## config.mk

```make
export PLATFORM = sky130hd
export DESIGN_NAME = triangle_analyzer
export DESIGN_NICKNAME = d
export VERILOG_FILES = /design/src/rtl/triangle_analyzer.sv
export SDC_FILE = /design/constraint.sdc
export NUM_CORES = 1
export LEC_CHECK = 0
export ABC_CLOCK_PERIOD_IN_PS = 2500
export CORE_UTILIZATION = 51
export CTS_CLUSTER_SIZE = 25
export DETAILED_ROUTE_END_ITERATION = 12
export PLACE_DENSITY = 0.81
export SETUP_SLACK_MARGIN = 0.15
export SLEW_MARGIN = 20
export SYNTH_ARGS = -nofsm -noshare
export SYNTH_HDL_FRONTEND = slang
export SYNTH_SLANG_ARGS = --single-unit
```

## constraint.sdc

```tcl
create_clock -name clk -period 2.5 [get_ports clk]
set_input_delay 0.25 -clock clk [delete_from_list [all_inputs] [get_ports clk]]
set_output_delay 0.25 -clock clk [all_outputs]
set_load 0.005 [all_outputs]
```

## src/rtl/triangle_analyzer.sv

```systemverilog
`default_nettype none
// ============================================================================
//  Module   : triangle_analyzer
//  Purpose  : Recovers the shape of a triangle-wave sample stream. Tracks the
//             ramp direction, reports peak/trough values, the peak-to-peak
//             period in samples and a lock indication, and flags any sample
//             that is not a unit step away from its predecessor.
//  Ports    :
//    clk          in   system clock, rising edge
//    rst          in   asynchronous reset, active-low (0 = reset)
//    ena          in   sample qualifier; in is accepted on a rising edge
//    in           in   [N-1:0] unsigned sample value
//    peak_valid   out  one-cycle pulse, local maximum detected
//    peak         out  [N-1:0] most recent local maximum
//    trough_valid out  one-cycle pulse, local minimum detected
//    trough       out  [N-1:0] most recent local minimum
//    period_valid out  one-cycle pulse, new measurement on period
//    period       out  [P-1:0] samples between the two most recent peaks
//    locked       out  last two periods equal and no step error seen
//    step_err     out  sticky, a non-unit step was observed
//  Revision : 1.0  initial release
// ============================================================================
module triangle_analyzer #(
    parameter int N = 8,
    parameter int P = 16
) (
    input  logic         clk,
    input  logic         rst,
    input  logic         ena,
    input  logic [N-1:0] in,
    output logic         peak_valid,
    output logic [N-1:0] peak,
    output logic         trough_valid,
    output logic [N-1:0] trough,
    output logic         period_valid,
    output logic [P-1:0] period,
    output logic         locked,
    output logic         step_err
);

    localparam logic [P-1:0] C_P_MAX = {P{1'b1}};

    typedef enum logic [1:0] {
        S_EMPTY  = 2'd0,
        S_SEEDED = 2'd1,
        S_UP     = 2'd2,
        S_DOWN   = 2'd3
    } state_t;

    state_t       r_state;
    logic [N-1:0] r_prev;
    logic [P-1:0] r_cnt;
    logic         r_have_peak;
    logic [P-1:0] r_last_period;

    logic         r_peak_valid;
    logic [N-1:0] r_peak;
    logic         r_trough_valid;
    logic [N-1:0] r_trough;
    logic         r_period_valid;
    logic [P-1:0] r_period;
    logic         r_locked;
    logic         r_step_err;

    // Compare in one extra bit so neither the +1 nor the ordering wraps:
    // a jump from all-ones to zero is a plain fall and a step error.
    logic [N:0]   w_in_x;
    logic [N:0]   w_prev_x;
    logic         w_rise;
    logic         w_fall;
    logic         w_unit;
    logic         w_bad;
    logic         w_peak_det;
    logic         w_trough_det;
    logic [P-1:0] w_cnt_inc;
    state_t       w_next_state;

    assign w_in_x   = {1'b0, in};
    assign w_prev_x = {1'b0, r_prev};
    assign w_rise   = (w_in_x > w_prev_x);
    assign w_fall   = (w_in_x < w_prev_x);
    assign w_unit   = (w_in_x == w_prev_x + (N+1)'(1)) ||
                      (w_prev_x == w_in_x + (N+1)'(1));

    // The seed sample has no predecessor, so it is never checked.
    assign w_bad        = ena && (r_state != S_EMPTY) && !w_unit;
    assign w_peak_det   = ena && (r_state == S_UP)   && w_fall;
    assign w_trough_det = ena && (r_state == S_DOWN) && w_rise;

    // Saturating increment; also equals min(cnt+1, max), i.e. the period
    // value reported when this sample closes a peak-to-peak interval.
    assign w_cnt_inc = (r_cnt == C_P_MAX) ? r_cnt : r_cnt + P'(1);

    always_comb begin
        w_next_state = r_state;
        case (r_state)
            S_EMPTY:  w_next_state = S_SEEDED;
            S_SEEDED: begin
                if (w_rise)      w_next_state = S_UP;
                else if (w_fall) w_next_state = S_DOWN;
            end
            S_UP:     if (w_fall) w_next_state = S_DOWN;
            S_DOWN:   if (w_rise) w_next_state = S_UP;
            default:  w_next_state = S_EMPTY;
        endcase
    end

    always_ff @(posedge clk or negedge rst) begin
        if (!rst) begin
            r_state        <= S_EMPTY;
            r_prev         <= '0;
            r_cnt          <= '0;
            r_have_peak    <= 1'b0;
            r_last_period  <= '0;
            r_peak_valid   <= 1'b0;
            r_peak         <= '0;
            r_trough_valid <= 1'b0;
            r_trough       <= '0;
            r_period_valid <= 1'b0;
            r_period       <= '0;
            r_locked       <= 1'b0;
            r_step_err     <= 1'b0;
        end else begin
            r_peak_valid   <= 1'b0;
            r_trough_valid <= 1'b0;
            r_period_valid <= 1'b0;
            if (ena) begin
                r_prev  <= in;
                r_state <= w_next_state;

                if (w_bad) begin
                    r_step_err <= 1'b1;
                    r_locked   <= 1'b0;
                end

                if (w_peak_det) begin
                    r_peak_valid <= 1'b1;
                    r_peak       <= r_prev;
                    r_cnt        <= '0;
                    r_have_peak  <= 1'b1;
                    // First peak only opens the interval; later peaks close it.
                    if (r_have_peak) begin
                        r_period       <= w_cnt_inc;
                        r_period_valid <= 1'b1;
                        r_last_period  <= w_cnt_inc;
                        r_locked       <= (w_cnt_inc == r_last_period) &&
                                          !r_step_err && !w_bad;
                    end
                end else begin
                    r_cnt <= w_cnt_inc;
                end

                if (w_trough_det) begin
                    r_trough_valid <= 1'b1;
                    r_trough       <= r_prev;
                end
            end
        end
    end

    assign peak_valid   = r_peak_valid;
    assign peak         = r_peak;
    assign trough_valid = r_trough_valid;
    assign trough       = r_trough;
    assign period_valid = r_period_valid;
    assign period       = r_period;
    assign locked       = r_locked;
    assign step_err     = r_step_err;

endmodule
`default_nettype wire
```

; Word level (Yosys, flattened, before mapping)
; Index checks and enable logic that the tools add are counted.
[totals]
ff_bits = 64
inputBits = 11
output_inout_bits = 37
elab_cells = 60
[op_classes]
n_addsub = 3
magnitude_cmp = 2
n_eq_ne = 8
n_mux = 16
n_reduce_logical = 19
[op_table]
columns = cell, count
row1 = $mux 16, 2
row2 = $add 8x1->9 const B, 2
row3 = $eq 8x9->1, 2
row4 = $add 16x1->16 const B, 1
row5 = $eq 16x16->1, 1
row6 = $eq 16x16->1 const B, 1
row7 = $mux 1, 10
row8 = $gt 8x8->1, 1
row9 = $logic_and 1x1->1, 8
row10 = $lt 8x8->1, 1
row11 = $pmux 2 s4, 1
row12 = $reduce_and 2->1, 4
row13 = $mux 2, 3
row14 = $eq 2x2->1 const B, 2
row15 = $logic_not 1->1, 3
row16 = $reduce_and 3->1, 1
row17 = $eq 2x1->1 const B, 1
row18 = $logic_not 2->1, 1
row19 = $ne 2x2->1 const B, 1
row20 = $reduce_bool 2->1, 1
row21 = $logic_or 1x1->1, 1

; Depth between registers and ports, before layout
; Gate-level depths: netlist of run 1.
[logic_depth]
word_depth = 9
mapped_depth = 13
ltp_nobuf = 12

; Worst setup path after synthesis of run 1
; No wires, ideal clock.
[synth_timing]
path_type = reg2reg
startpoint = register r_cnt[0]
endpoint = register r_locked (netlist: locked)
setup_time_ns = 0.095
t_arrival_ns = 2.517
t_required_ns = 2.405
slack_ns = -0.112
path_stages_with_launch = 11
path_buffers = 1
cell_sequence = dfrtp_1 ha_1 clkbuf_2 nand2_1 or2_2 nor4_2 mux2_2 xor2_1 nor3_1 nand4_1 o31ai_1
[synth_between]
elab_chain_cells = 7
word_cells_on_any_way = 8
classes_between = add/sub: 1 / eq/ne: 2 / mux: 3 / reduce/logical: 2
[synth_lines]
columns = element, line
row1 = start: declaration, 52  ; logic [P-1:0] r_cnt;
row2 = start signal: assignment, 150  ; r_cnt <= w_cnt_inc;
row3 = $add 16x1->16 / $eq 16x16->1 (equally long branches), 92  ; assign w_cnt_inc = (r_cnt == C_P_MAX) ? r_cnt : r_cnt + P'(1);
row4 = $mux 16 (*), 92
row5 = $eq 16x16->1 (*), 146  ; r_locked <= (w_cnt_inc == r_last_period) &&
row6 = $logic_and 1x1->1 (*), 146
row7 = $logic_and 1x1->1 (*), 147  ; !r_step_err && !w_bad;
row8 = $mux 1 (*), 142  ; if (r_have_peak) begin
row9 = $mux 1 (*), 136  ; if (w_peak_det) begin
row10 = end signal: assignment, 146
row11 = end: declaration, 62  ; logic r_locked;
; Mark *: on every way between the ends. The rest lies on a longest branch, timed or not.
; A chain may end at the register's enable or synchronous reset.

; Worst setup path after layout of run 1
; Same ends and word-level chain as after synthesis.

==> results of run 1 <==
Yosys cell counts (5+ instances only):
library cell | n | area, um^2
sky130_fd_sc_hd__nand2_1 | 77 | 289
sky130_fd_sc_hd__xnor2_1 | 17 | 149
sky130_fd_sc_hd__inv_1 | 18 | 67.6
sky130_fd_sc_hd__clkbuf_1 | 12 | 45.0
sky130_fd_sc_hd__a21oi_1 | 24 | 120
sky130_fd_sc_hd__nor3_1 | 14 | 70.1
sky130_fd_sc_hd__dfrtp_1 | 64 | 1600
sky130_fd_sc_hd__o21ai_0 | 49 | 245
sky130_fd_sc_hd__nor2b_1 | 5 | 31.3
sky130_fd_sc_hd__and2_1 | 5 | 31.3
sky130_fd_sc_hd__o31ai_1 | 8 | 60.1
sky130_fd_sc_hd__mux2_2 | 8 | 90.1
sky130_fd_sc_hd__nand4_1 | 12 | 75.1
sky130_fd_sc_hd__nor2_1 | 23 | 86.3
sky130_fd_sc_hd__buf_2 | 8 | 40.0
sky130_fd_sc_hd__nand3_1 | 14 | 70.1
sky130_fd_sc_hd__xor2_1 | 17 | 149
sky130_fd_sc_hd__ha_1 | 11 | 138
routing by layer:
layer | routed length [um] | track usage
met3 | 637 | 0.0660
met1 | 4300 | 0.311
met4 | 449 | 0.158
met5 | 0 | 0
met2 | 5490 | 0.481
sequential cells by signal, indices dropped and copies added (netlist names):
signal        cells
period           16
r_cnt            16
peak              8
r_prev            8
trough            8
r_state           2
locked            1
peak_valid        1
period_valid      1
r_have_peak       1
step_err          1
trough_valid      1
cells by family (layout without fill, tap and decap cells):
kind of cell,after synthesis,in the layout,share of synthesized area
AND/OR/NAND/NOR,184,184,0.240
adder cells (fa/ha/maj),11,11,0.0350
flip-flops,64,64,0.408
XOR/XNOR,34,34,0.0758
multiplexers,10,10,0.0280
AO/OA/AOI/OAI,107,107,0.162
buffers and inverters,46,152,0.0516
layout by cell type (no fill, tap or decap), types with 4 or more instances in the layout:
cell type	n
sky130_fd_sc_hd__clkbuf_8	10
sky130_fd_sc_hd__nand2_1	76
sky130_fd_sc_hd__o21ai_0	49
sky130_fd_sc_hd__dfrtp_2	4
sky130_fd_sc_hd__and3_1	4
sky130_fd_sc_hd__a31oi_1	4
sky130_fd_sc_hd__nand3_1	14
sky130_fd_sc_hd__inv_1	16
sky130_fd_sc_hd__dfrtp_1	60
sky130_fd_sc_hd__xnor2_1	17
sky130_fd_sc_hd__ha_1	10
sky130_fd_sc_hd__nor3_1	10
sky130_fd_sc_hd__o31ai_1	8
sky130_fd_sc_hd__clkdlybuf4s50_1	46
sky130_fd_sc_hd__buf_4	67
sky130_fd_sc_hd__nor3_2	4
sky130_fd_sc_hd__nor2b_1	5
sky130_fd_sc_hd__nand4_1	12
sky130_fd_sc_hd__a21oi_1	22
sky130_fd_sc_hd__mux2_2	6
sky130_fd_sc_hd__nor2_1	22
sky130_fd_sc_hd__and2_1	5
sky130_fd_sc_hd__xor2_1	17
area by class of cell:
| cell class | instances | area share |
|---|---|---|
| Inverter | 19 | 0.0151 |
| Multi-Input combinational cell | 346 | 0.426 |
| Sequential cell | 64 | 0.307 |
| Clock inverter | 6 | 0.00861 |
| Tap cell | 99 | 0.0237 |
| Clock buffer | 10 | 0.0263 |
| Timing Repair Buffer | 117 | 0.193 |
through the flow:
stage	area, um^2	setup TNS (ps)	setup WS [ps]	util
5_1_grt	5230	0	10.8	0.713
4_1_cts	5140	-24.3	-24.3	0.701
3_3_place_gp	4900	-147	-63.9	0.668
2_1_floorplan	3960	0	174	-
3_5_place_dp	4900	-920	-229	0.668
6_report	5230	0	89.0	0.713
worst max-delay path: stages (launching register included):
cell and delay (ps):
sky130_fd_sc_hd__dfrtp_1 360, sky130_fd_sc_hd__buf_4 160, sky130_fd_sc_hd__nand3_2 110, sky130_fd_sc_hd__nor4_4 310
sky130_fd_sc_hd__mux2_4 360, sky130_fd_sc_hd__xor2_1 160, sky130_fd_sc_hd__a311oi_2 310, sky130_fd_sc_hd__and4bb_1 240
sky130_fd_sc_hd__nand4_1 90, sky130_fd_sc_hd__o31ai_1 210
power groups by stage:
stage | sequential [uW] | combinational, uW | clock, uW
floorplan | 1630 | 968 | 0
global placement | 1670 | 1870 | 0
detailed placement | 1680 | 1930 | 0
CTS | 1670 | 1970 | 822
global route | 1730 | 2230 | 859
finish | 1680 | 2060 | 805
worst max path at each step:
stage / end / slack, ps
5_1_grt: locked / 10
4_1_cts: locked / -20
6_report: locked / 90
3_5_place_dp: locked / -230
3_3_place_gp: locked / -60
2_1_floorplan: locked / 170
timing repair:
action                                  in CTS  in global routing
gates resized for setup                      6                 15
pin swaps                                    2                  1
endpoints found under the hold margin       26                  0
setup buffers                                3                  3
endpoints found under the setup margin       7                 15
hold buffers                                 1                  0
cloned                                       0                  0
==> impl_metrics.env, run 1 <==
export IMPL_rows=31
export IMPL_grt_setup_unrepaired="true"
export IMPL_clock_latency_ps=350
export IMPL_power_ir_vdd_worst_uv=613
export IMPL_clkPwrFrac=0.177
export IMPL_ant_nets=0
export IMPL_timing_reg2reg_setup_slack_ps=90
export IMPL_number_of_global_route_vias_before_repair=3853
export IMPL_numCtsBuffers=9
export IMPL_clk_pin_slew_ps=80
export IMPL_io_pin_count=48
export IMPL_biggest_fanout_along_the_worst_timing_path=5
export IMPL_criticalPathCategory="flip-flop to flip-flop"
export IMPL_power_uw=4540
export IMPL_power_density_nw_per_um2=868
export IMPL_period_minus_slack_ps=2410
export IMPL_final_hold_worst_slack_ps=489
export IMPL_post_dp_hpwl_um=7960
export IMPL_worst_hold_path_type="flip-flop to flip-flop"
export IMPL_synth_lib_cells_used_distinct=61
export IMPL_worst_slew_pin_tran_ps=770
export IMPL_wire_per_inst_um=16.4
export IMPL_netlist_instances=456
export IMPL_asyncSetResetFlopFracSynth=1.00
export IMPL_cp_data_required_time_ps=2750
export IMPL_grt_overflow=0
export IMPL_final_cell_count_no_fill=661
export IMPL_whs_endpoint="peak[6]"
export IMPL_postSynthNetCount=478
export IMPL_power_sequential_fraction=0.369
export IMPL_cts_tree="done"
export IMPL_rr_endpoint="locked"
export IMPL_die_y_um=89.8
export IMPL_worst_setup_path_end_kind="flip-flop"
export IMPL_worst_hold_startpoint="peak[6]"
export IMPL_drt_drc_violations_left=0
export IMPL_power_switching_uw=1690
export IMPL_core_area_um2=7330
export IMPL_worst_slew_margin_rel=0.487
export IMPL_horiz_die_dim_um=89.8
export IMPL_comb_power_share=0.453
export IMPL_p_leak_uw=0.00230
export IMPL_detailedRoute_firstIterationViolations=271
export IMPL_cp_data_arrival_time_ps=2660
export IMPL_critical_path_startpoint_type="flip-flop"
export IMPL_worst_clock_skew_ps=9.91
export IMPL_cap_violations=0
export IMPL_initial_core_util=0.536
export IMPL_final_max_slew_viol_count=0
export IMPL_final_hold_violation_count=0
export IMPL_power_share_switching=0.371
export IMPL_synth_warning_count=0
export IMPL_syn_area_um2=3930
export IMPL_hold_path_cell_count=2
export IMPL_status="complete, no violations"
export IMPL_setup_viol_count_final=0
export IMPL_cts_root_buffer_cell="sky130_fd_sc_hd__clkbuf_8"
export IMPL_part_of_the_yosys_area_used_for_sequential_elements=0.408
export IMPL_layout_worst_path_cycle_share=0.964
export IMPL_global_route_total_usage_across_every_layer=0.277
export IMPL_multi_input_logic_area_um2=2230
export IMPL_cts_sinks=64
export IMPL_postRouteWirelength_um=10900
export IMPL_num_vias=3856
export IMPL_initial_antenna_violation_count=0
export IMPL_design_die_area_um2=8060
export IMPL_synth_seq_cells=64
export IMPL_ff_latch_area_um2=1610
export IMPL_number_of_flops_mapped_to_enable_cells_by_yosys=0
export IMPL_area_growth_pct=33.2
export IMPL_insertedDiodeCount=0
export IMPL_ctsHtreeMaxLevel=3
export IMPL_crit_start="r_cnt[0]"
export IMPL_pin_count_of_the_biggest_net_entering_global_routing=43
export IMPL_r2r_cells=9
export IMPL_yosys_most_used_dff="sky130_fd_sc_hd__dfrtp_1"
export IMPL_route_detailed_vias_per_inst=5.83
export IMPL_drt_pass1_iter_count=5
export IMPL_final_net_count=579
export IMPL_syn_area_per_cell_um2=8.61
export IMPL_port_buffers=47
export IMPL_placed_cells_incl_taps=638
export IMPL_first_pass_grt_wire_length_um=17800
export IMPL_internal_power_uw=2850
export IMPL_r2r_start="r_cnt[0]"
export IMPL_cts_path_max_buffers=2
export IMPL_gp_routability_congestion=0.915
export IMPL_fmaxAchievable_mhz=415
export IMPL_layout_drive_gt1_share=0.230
export IMPL_nFillCells=535
No activity file was read; power rests on OpenSTA's default activity.
==> run 2, diff against run 1 <==
CORE_ASPECT_RATIO = 0.5   (was default)
CORE_UTILIZATION = 40   (was 51)
PLACE_DENSITY = 0.67   (was 0.81)
==> run 2 against run 1 <==
Worst setup slack got worse by 66 ps. First-iteration DRC count up 18%. Utilization down 12 points. Critical path type unchanged. Critical endpoint unchanged. Count of clock-buffer cells in the layout stayed put. Cell area increased by 6.7%. Cell count increased by 8.5%. Register-to-register slack got worse by 70 ps. Flip-flop and latch count is the same. Total power up 11%. Sequential power about the same. Clock power is 60% higher.
==> impl_metrics.env, run 2 (synthesis results as in run 1) <==
export IMPL_layout_worst_path_cycle_share=0.991
export IMPL_initial_core_util=0.414
export IMPL_cts_root_buffer_cell="sky130_fd_sc_hd__clkbuf_16"
export IMPL_placement_cell_area_um2=5020
export IMPL_number_of_global_route_vias_before_repair=3650
export IMPL_layout_cells_most_common="sky130_fd_sc_hd__buf_4"
export IMPL_final_hold_worst_slack_ps=329
export IMPL_power_share_switching=0.345
export IMPL_horiz_die_dim_um=142
export IMPL_post_dp_hpwl_um=7620
export IMPL_insertedDiodeCount=0
export IMPL_final_standard_cell_area_without_fillers_um2=5580
export IMPL_period_minus_slack_ps=2480
export IMPL_power_ir_vdd_worst_uv=474
export IMPL_hold_path_cell_count=3
export IMPL_internal_power_uw=3290
export IMPL_timing_reg2reg_setup_slack_ps=20
export IMPL_clock_latency_ps=340
export IMPL_final_net_count=599
export IMPL_grt_overflow=0
export IMPL_die_y_um=72.1
export IMPL_biggest_fanout_along_the_worst_timing_path=3
export IMPL_power_sequential_fraction=0.333
export IMPL_core_area_um2=9480
export IMPL_worst_clock_skew_ps=7.53
export IMPL_rows=25
export IMPL_cp_data_arrival_time_ps=2720
export IMPL_fmaxAchievable_mhz=404
export IMPL_num_vias=3831
export IMPL_cp_data_required_time_ps=2740
export IMPL_first_pass_grt_wire_length_um=18000
export IMPL_clk_pin_slew_ps=60
export IMPL_r2r_start="r_cnt[1]"
export IMPL_global_route_total_usage_across_every_layer=0.229
export IMPL_comb_power_share=0.411
export IMPL_detail_route_wirelength_met1_um=4870
export IMPL_cts_sinks=64
export IMPL_critical_path_startpoint_type="flip-flop"
export IMPL_worst_hold_path_type="primary input to flip-flop"
export IMPL_setup_viol_count_final=0
export IMPL_fin_tns_setup_ps=0
export IMPL_gp_routability_congestion=0.894
export IMPL_worst_slew_pin_tran_ps=462
export IMPL_layout_common_cells="85 x sky130_fd_sc_hd__buf_4, 77 x sky130_fd_sc_hd__nand2_1, 61 x sky130_fd_sc_hd__dfrtp_1"
export IMPL_final_hold_violation_count=0
export IMPL_cpMaxStageDelayCell="sky130_fd_sc_hd__dfrtp_1"
export IMPL_power_switching_uw=1730
export IMPL_port_buffers=47
export IMPL_route_detailed_vias_per_inst=5.34
export IMPL_routed_top_layer="met4"
export IMPL_worst_setup_path_end_kind="flip-flop"
export IMPL_worst_slew_margin_rel=0.689
export IMPL_final_max_slew_viol_count=0
export IMPL_pin_count_of_the_biggest_net_entering_global_routing=65
export IMPL_crit_buf_inv=2
export IMPL_critical_path_top_delay_family="simple AND/OR/NAND/NOR gates"
export IMPL_r2r_cells=11
export IMPL_cts_path_max_buffers=2
export IMPL_status="complete, no violations"
export IMPL_path_cells="ha_4, nand4_1, nor4_4, buf_4, nor2_4, xnor2_2, nor2_2, a2111oi_2, buf_4, nand4_1, o31ai_1"
export IMPL_ant_nets=0
export IMPL_p_leak_uw=0.00246
export IMPL_layout_drive_gt1_share=0.259
export IMPL_cap_violations=0
export IMPL_nFillCells=807
export IMPL_ctsHtreeMaxLevel=3
export IMPL_whs_endpoint="r_prev[1]"
export IMPL_power_density_nw_per_um2=901
export IMPL_met2RoutedLength_um=5110
export IMPL_numCtsBuffers=9
export IMPL_criticalPathCategory="flip-flop to flip-flop"
export IMPL_initial_antenna_violation_count=0
export IMPL_wl_met3_um=687
export IMPL_wire_per_inst_um=15.3
export IMPL_drt_pass1_iter_count=5
export IMPL_clkPwrFrac=0.256
export IMPL_detailedRoute_firstIterationViolations=320
export IMPL_rr_endpoint="locked"
export IMPL_critical_path_max_stage_delay_ps=410
export IMPL_io_pin_count=48
export IMPL_design_die_area_um2=10200
export IMPL_postRouteWirelength_um=10900
export IMPL_cts_tree="done"
export IMPL_drt_drc_violations_left=0
export IMPL_worst_hold_startpoint="in[1]"
export IMPL_area_growth_pct=42.1
export IMPL_grt_setup_unrepaired="true"
[run 2: area by class of cell]
cell class / instances / area, um^2 / share of cell area
Clock buffer: 10 / 239 / 0.0428
Timing Repair Buffer: 136 / 1160 / 0.208
Sequential cell: 64 / 1610 / 0.288
Tap cell: 135 / 169 / 0.0303
Clock inverter: 6 / 68.8 / 0.0123
Inverter: 19 / 81.3 / 0.0146
Multi-Input combinational cell: 347 / 2260 / 0.405
[run 2: stage by stage]
| step | std cells | util | power [uW] | setup WS (ps) |
|---|---|---|---|---|
| global placement | 685 | 0.530 | 3580 | -208 |
| floorplan | 456 | - | 2600 | 174 |
| global route | 717 | 0.589 | 5340 | -52.2 |
| finish | 717 | 0.589 | 5030 | 23.4 |
| detailed placement | 685 | 0.530 | 3610 | -245 |
| CTS | 710 | 0.576 | 4980 | 79.5 |
[run 2: worst register-to-register path, delay by kind of cell (launching register included)]
| kind | cells | cell delay [ps] |
|---|---|---|
| AND/OR/NAND/NOR | 5 | 720 |
| adder cells (fa/ha/maj) | 1 | 170 |
| XOR/XNOR | 1 | 150 |
| buffers and inverters | 2 | 380 |
| AO/OA/AOI/OAI | 2 | 560 |
| flip-flops | 1 | 410 |
[run 2: worst max-delay path by stage]
stage                     startpoint  endpoint  slack (ps)  cells after the start
after detailed placement       in[1]    locked        -250                     10
after global placement         in[1]    locked        -210                     10
final                       r_cnt[1]    locked          20                     11
after global routing        r_cnt[0]    locked         -50                     11
after CTS                   r_cnt[0]    locked          80                      9
after floorplan             r_cnt[0]    locked         170                     10
[run 2: power groups by stage]
stage          logic [uW]  registers (uW)  clock network [uW]
6_report             2060            1670                1290
3_5_place_dp         1930            1670                   0
3_3_place_gp         1910            1670                   0
2_1_floorplan         968            1630                   0
5_1_grt              2260            1720                1360
4_1_cts              2010            1660                1310
[run 2: what timing repair did]
action	CTS	global route
pin swaps	9	3
buffers inserted	7	7
setup endpoints to repair	5	42
cloned	1	0
hold endpoints to repair	64	0
hold buffers	1	0
gates resized for setup	11	19
[run 2: layer usage]
metal | global-route usage | vias to the layer above
met2 | 0.377 | 145
met5 | 0 | -
li1 | - | 1865
met4 | 0.103 | 0
met3 | 0.0482 | 34
met1 | 0.294 | 1787
